--- config.mk ---
export PLATFORM = sky130hd
export DESIGN_NAME = ssd_scan_driver
export DESIGN_NICKNAME = d
export VERILOG_FILES = /design/src/rtl/ssd_scan_driver.sv
export SDC_FILE = /design/constraint.sdc
export NUM_CORES = 1
export LEC_CHECK = 0
export ABC_AREA = 1
export BUFFER_PORTS_ARGS = -buffer_cell sky130_fd_sc_hd__buf_2
export CAP_MARGIN = 25
export CELL_PAD_IN_SITES_DETAIL_PLACEMENT = 1
export CELL_PAD_IN_SITES_GLOBAL_PLACEMENT = 1
export CORE_ASPECT_RATIO = 1.1
export CORE_MARGIN = 4
export CORE_UTILIZATION = 30
export DETAILED_ROUTE_END_ITERATION = 16
export PLACE_DENSITY_LB_ADDON = 0.1
export SLEW_MARGIN = 20
export SYNTH_ARGS = -nofsm -noshare
export SYNTH_HDL_FRONTEND = slang
export SYNTH_SLANG_ARGS = --single-unit
--- constraint.sdc ---
create_clock -name clk -period 8.8 [get_ports clk]
set_clock_uncertainty 0.2 [all_clocks]
set_input_delay 1.32 -clock clk [delete_from_list [all_inputs] [get_ports clk]]
set_output_delay 1.32 -clock clk [all_outputs]
set_load 0.01 [all_outputs]
--- src/rtl/ssd_scan_driver.sv ---
// ssd_scan_driver: time-multiplexed N-digit seven-segment driver with glyph decode,
// frame-synchronous double buffering, blank/blink/dp masks and anode dead-time.
module ssd_scan_driver #(
    parameter int NUM_DIGITS     = 8,
    parameter int SCAN_DIV_BITS  = 17,
    parameter int DEAD_CYCLES    = 64,
    parameter int BLINK_DIV_BITS = 25,
    parameter int GLYPH_W        = 5
) (
    input  logic                          clk,
    input  logic                          rst,
    input  logic                          enable,
    input  logic                          load,
    input  logic [NUM_DIGITS*GLYPH_W-1:0] glyph_in,
    input  logic [NUM_DIGITS-1:0]         blank_in,
    input  logic [NUM_DIGITS-1:0]         blink_in,
    input  logic [NUM_DIGITS-1:0]         dp_in,
    output logic                          load_ack,
    output logic                          frame_start,
    output logic [NUM_DIGITS-1:0]         an,
    output logic [7:0]                    cath
);
    localparam int IDX_W = (NUM_DIGITS > 1) ? $clog2(NUM_DIGITS) : 1;
    localparam logic [GLYPH_W-1:0] GLYPH_BLANK = GLYPH_W'(16);

    function automatic logic [6:0] seg_of(input logic [GLYPH_W-1:0] g);
        logic [6:0] s;
        s = 7'b1111111;
        case (32'(g))
            32'h00: s = 7'b0000001;
            32'h01: s = 7'b1001111;
            32'h02: s = 7'b0010010;
            32'h03: s = 7'b0000110;
            32'h04: s = 7'b1001100;
            32'h05: s = 7'b0100100;
            32'h06: s = 7'b0100000;
            32'h07: s = 7'b0001111;
            32'h08: s = 7'b0000000;
            32'h09: s = 7'b0000100;
            32'h0A: s = 7'b0001000;
            32'h0B: s = 7'b1100000;
            32'h0C: s = 7'b0110001;
            32'h0D: s = 7'b1000010;
            32'h0E: s = 7'b0110000;
            32'h0F: s = 7'b0111000;
            32'h11: s = 7'b1110001;
            32'h12: s = 7'b1111010;
            32'h13: s = 7'b1111110;
            32'h14: s = 7'b0011000;
            32'h15: s = 7'b1001000;
            default: s = 7'b1111111;
        endcase
        return s;
    endfunction

    logic [SCAN_DIV_BITS-1:0]      presc_q, presc_d;
    logic [BLINK_DIV_BITS-1:0]     blink_cnt_q, blink_cnt_d;
    logic [IDX_W-1:0]              idx_q, idx_d;
    logic                          pending_q, pending_d;
    logic [NUM_DIGITS*GLYPH_W-1:0] sh_glyph_q, sh_glyph_d, act_glyph_q, act_glyph_d;
    logic [NUM_DIGITS-1:0]         sh_blank_q, sh_blank_d, act_blank_q, act_blank_d;
    logic [NUM_DIGITS-1:0]         sh_blink_q, sh_blink_d, act_blink_q, act_blink_d;
    logic [NUM_DIGITS-1:0]         sh_dp_q, sh_dp_d, act_dp_q, act_dp_d;
    logic [NUM_DIGITS-1:0]         an_q, an_d;
    logic [7:0]                    cath_q, cath_d;
    logic                          load_ack_q, load_ack_d;
    logic                          frame_start_q, frame_start_d;

    logic                          tick, wrap, visible;
    logic [GLYPH_W-1:0]            cur_glyph;
    logic                          cur_blank, cur_blink, cur_dp;
    logic [NUM_DIGITS-1:0]         onehot;

    always_comb begin
        tick        = (presc_q == '1);
        wrap        = tick && (idx_q == IDX_W'(NUM_DIGITS - 1));
        presc_d     = presc_q + 1'b1;
        blink_cnt_d = blink_cnt_q + 1'b1;
        idx_d       = idx_q;
        if (wrap) begin
            idx_d = '0;
        end else if (tick) begin
            idx_d = idx_q + 1'b1;
        end

        pending_d   = pending_q;
        sh_glyph_d  = sh_glyph_q;
        sh_blank_d  = sh_blank_q;
        sh_blink_d  = sh_blink_q;
        sh_dp_d     = sh_dp_q;
        act_glyph_d = act_glyph_q;
        act_blank_d = act_blank_q;
        act_blink_d = act_blink_q;
        act_dp_d    = act_dp_q;
        load_ack_d  = 1'b0;
        // Copy uses the old shadow, so a load on the wrap cycle waits one frame.
        if (wrap && pending_q) begin
            act_glyph_d = sh_glyph_q;
            act_blank_d = sh_blank_q;
            act_blink_d = sh_blink_q;
            act_dp_d    = sh_dp_q;
            pending_d   = 1'b0;
            load_ack_d  = 1'b1;
        end
        if (load) begin
            sh_glyph_d = glyph_in;
            sh_blank_d = blank_in;
            sh_blink_d = blink_in;
            sh_dp_d    = dp_in;
            pending_d  = 1'b1;
        end
        frame_start_d = wrap;

        cur_glyph = GLYPH_BLANK;
        cur_blank = 1'b0;
        cur_blink = 1'b0;
        cur_dp    = 1'b0;
        onehot    = '0;
        for (int unsigned i = 0; i < NUM_DIGITS; i++) begin
            if (idx_q == IDX_W'(i)) begin
                cur_glyph = act_glyph_q[i*GLYPH_W +: GLYPH_W];
                cur_blank = act_blank_q[i];
                cur_blink = act_blink_q[i];
                cur_dp    = act_dp_q[i];
                onehot[i] = 1'b1;
            end
        end
        visible = enable && !cur_blank && !(cur_blink && blink_cnt_q[BLINK_DIV_BITS-1])
                  && (presc_q >= SCAN_DIV_BITS'(DEAD_CYCLES));
        an_d    = visible ? ~onehot : '1;
        cath_d  = visible ? {seg_of(cur_glyph), ~cur_dp} : 8'hFF;
    end

    always_ff @(posedge clk) begin
        if (rst) begin
            presc_q       <= '0;
            blink_cnt_q   <= '0;
            idx_q         <= '0;
            pending_q     <= 1'b0;
            sh_glyph_q    <= {NUM_DIGITS{GLYPH_BLANK}};
            sh_blank_q    <= '0;
            sh_blink_q    <= '0;
            sh_dp_q       <= '0;
            act_glyph_q   <= {NUM_DIGITS{GLYPH_BLANK}};
            act_blank_q   <= '0;
            act_blink_q   <= '0;
            act_dp_q      <= '0;
            an_q          <= '1;
            cath_q        <= 8'hFF;
            load_ack_q    <= 1'b0;
            frame_start_q <= 1'b0;
        end else begin
            presc_q       <= presc_d;
            blink_cnt_q   <= blink_cnt_d;
            idx_q         <= idx_d;
            pending_q     <= pending_d;
            sh_glyph_q    <= sh_glyph_d;
            sh_blank_q    <= sh_blank_d;
            sh_blink_q    <= sh_blink_d;
            sh_dp_q       <= sh_dp_d;
            act_glyph_q   <= act_glyph_d;
            act_blank_q   <= act_blank_d;
            act_blink_q   <= act_blink_d;
            act_dp_q      <= act_dp_d;
            an_q          <= an_d;
            cath_q        <= cath_d;
            load_ack_q    <= load_ack_d;
            frame_start_q <= frame_start_d;
        end
    end

    assign an          = an_q;
    assign cath        = cath_q;
    assign load_ack    = load_ack_q;
    assign frame_start = frame_start_q;
endmodule

==> results by group <==
Critical path
  – WP data required: 8.90 ns
  – Reg2Reg Setup Slack: 4.97 ns
  – Worst setup SP type: register
  – Worst-path fanout max: 47
  – Crit end category: register
  – Critical path class: reg -> reg
  – Crit path DAT: 3.93 ns

Timing
  – RSZ-0062 raised after global routing: false
  – TNS Setup: 0 ns
  – Max Freq: 261 MHz
  – Fin Hold WS: 0.255 ns
  – Worst-margin pin slew: 0.854 ns
  – Final setup viols: 0
  – Final Hold Viols: 0
  – Max-slew violation count: 0
  – Tmin final: 3.83 ns
  – Fin worst setup slack: 4.97 ns
  – Final Cycle Share: 43.5%
  – Max_slew headroom: 42.4%

Cells and area
  – Commonest non-fill, non-tap cells in the layout: nor2_1, dfxtp_1, nand2_1
  – Layout cell share with drive strength beyond 1: 14.3%
  – Design area: 9470 µm²
  – ANT cells: 0
  – Area Overhead vs Synth: 15.7%
  – Commonest non-fill, non-tap cell in the layout: nor2_1
  – Nets@finish: 1264

Route
  – Initial DRC count: 258
  – WL per Instance: 14.5 µm
  – Vias/cell: 4.61
  – Residual DRC: 0
  – Detailed Routing Iterations Pass 1: 4
  – ANT nets after route: 0
  – Routed wire length: 22400 µm
  – Via count: 7131

Synth
  – Cell Area, Synth: 8190 µm²
  – Top cells by area, synth: dfxtp_1, nor2_1, o21ai_0
  – Yosys top cell area share: 47.0%
  – Yosys warns: 0
  – Area leader, netlist: dfxtp_1
  – Yosys cell types: 40
  – Cell count after synthesis: 1122
  – Ys flop type: dfxtp_1
  – Mean post-synth cell area: 7.30 µm²
  – Sequential fraction of the synthesis area: 47.0%
  – EDFF count, synth: 0
  – Post-synth ARST share: 0%
  – Syn_nets: 1208
  – Seq cells post-synth: 192

Placed design
  – Post-DP Area: 8870 µm²
  – GP Congestion: 0.839
  – Post-detail-place hpwl: 15300 µm
  – IO Port Bufs: 85
  – Post-Place Worst Slack: 4.91 ns

GRT
  – Largest net degree at the start of global routing: 70
  – Number of global-route vias before repair: 7388
  – Wire length of the first global-routing pass: 37200 µm
  – Initial antenna violation count: 0
  – GRT Util Overall: 15.3%
  – Grt ovf: 0

Power and ir drop
  – Pwr/cell area: 187 nW/µm²
  – Pleak: 3.99 nW
  – Worst vdd ir: 0.0989 mV

Floorplanning
  – Die height: 181 µm
  – Site Rows: 63
  – Die Width: 165 µm
  – Die Area: 30000 µm²
  – Core area: 27000 µm²
  – Starting Density: 30.4%
  – Top Ports: 86

Clock network
  – Setup bufs post-CTS: 0
  – CTS tree: done
  – CTS buffer count: 17
  – Clk slew on worst S/H paths: 0.07 ns
  – CTS max path bufs: 2
  – Post_cts resized: 0
  – CTS sink cnt: 192
  – CTS root buffer: clkbuf_16
  – Number of buffers inserted by hold repair at cts: 0
  – Htree depth: 4
  – Clk_lat worst skew: 0.43 ns

Flow run
  – Maximum Capacitance Violations: 0

Worst hold path
  – Hold Path Class: reg -> reg

Outcome
  – Outcome: finished, final reports clean
metrics by stage:
| step | util, % | power, mW | instances |
|---|---|---|---|
| floorplan | - | 0.965 | 1122 |
| global placement | 32.8 | 0.996 | 1514 |
| CTS | 35.1 | 1.80 | 1548 |
| detailed placement | 32.9 | 0.999 | 1516 |
| global route | 35.1 | 1.85 | 1548 |
| finish | 35.1 | 1.77 | 1548 |
cell usage after synthesis (2+ instances only):
cell and n:
nand2_2 12, xnor2_1 2, or2_2 2, ha_1 18
clkinv_1 3, inv_2 6, o211ai_1 2, a21oi_1 68
nand2_1 180, nand3_2 3, a31oi_1 2, clkbuf_1 42
buf_1 4, nand2_4 4, nor3b_1 4, nor3_1 13
nor4_1 2, nor2_4 4, o21ai_0 143, inv_1 98
nor2_1 222, o21ai_1 4, nand3_1 48, xor2_1 3
nand4_1 11, a21oi_2 3, o21a_1 4, nor2_2 6
dfxtp_1 192, buf_6 7
state kept, by name, summed over array words and instances, names as in the netlist, 8 cells and up:
register,cells
act_blink_q,8
sh_dp_q,8
an,8
presc_q,17
sh_blank_q,8
act_blank_q,8
sh_blink_q,8
act_glyph_q,40
blink_cnt_q,25
cath,8
sh_glyph_q,40
act_dp_q,8
final timing paths:
check                                                    to  cells after the start                       from
worst min-delay path              blink_cnt_q[0]$_SDFF_PP0_                      1  blink_cnt_q[0]$_SDFF_PP0_
worst max-delay path            act_blink_q[5]$_SDFFE_PP0P_                     18      presc_q[0]$_SDFF_PP0_
worst min register to register    blink_cnt_q[0]$_SDFF_PP0_                      1  blink_cnt_q[0]$_SDFF_PP0_
worst max register to register  act_blink_q[5]$_SDFFE_PP0P_                     18      presc_q[0]$_SDFF_PP0_
cell families after synthesis:
family,Yosys count,share of synthesized area (%)
and+or+nand+nor,514,26.8
AOI/OAI and AO/OA,231,14.7
DFF,192,47.0
buffers and inverters,162,8.18
adders and majority gates,18,2.75
xor gates and xnor gates,5,0.535
where the power goes:
part / total [mW] / switching (mW) / internal, mW
clock network: 0.793 / 0.374 / 0.419
registers: 0.903 / 0.0119 / 0.891
logic: 0.0734 / 0.0445 / 0.0289
total: 1.77 / 0.430 / 1.34
critical path, stage by stage (launching register included):
cell,delay [ns]
dfxtp_1,0.37
ha_1,0.18
nand2_1,0.05
inv_1,0.09
nand4_1,0.15
nor3b_1,0.27
nand2_1,0.12
nor2_2,0.14
nand2_1,0.08
nor2_2,0.13
nand3_1,0.14
nor3b_1,0.22
ha_1,0.26
nand2_1,0.12
nor2_2,0.15
inv_2,0.28
buf_4,0.42
o21ai_0,0.25
a21oi_1,0.06
routing by layer:
metal	routed length, µm	global-route usage (%)	vias to the layer above
met5	0	0	-
met4	185	3.30	0
met2	10400	25.5	89
li1	-	-	3692
met3	681	2.35	17
met1	11100	20.8	3333
area by class of cell:
type	count	area (µm²)
clock buffers	19	453
clock inverters	13	144
fillers	3392	17500
inverters	108	414
multi-input cells	768	3670
flip-flops and latches	192	3840
well taps	357	447
repair buffers	91	495
Note: power is estimated with default switching activity, not from simulation.
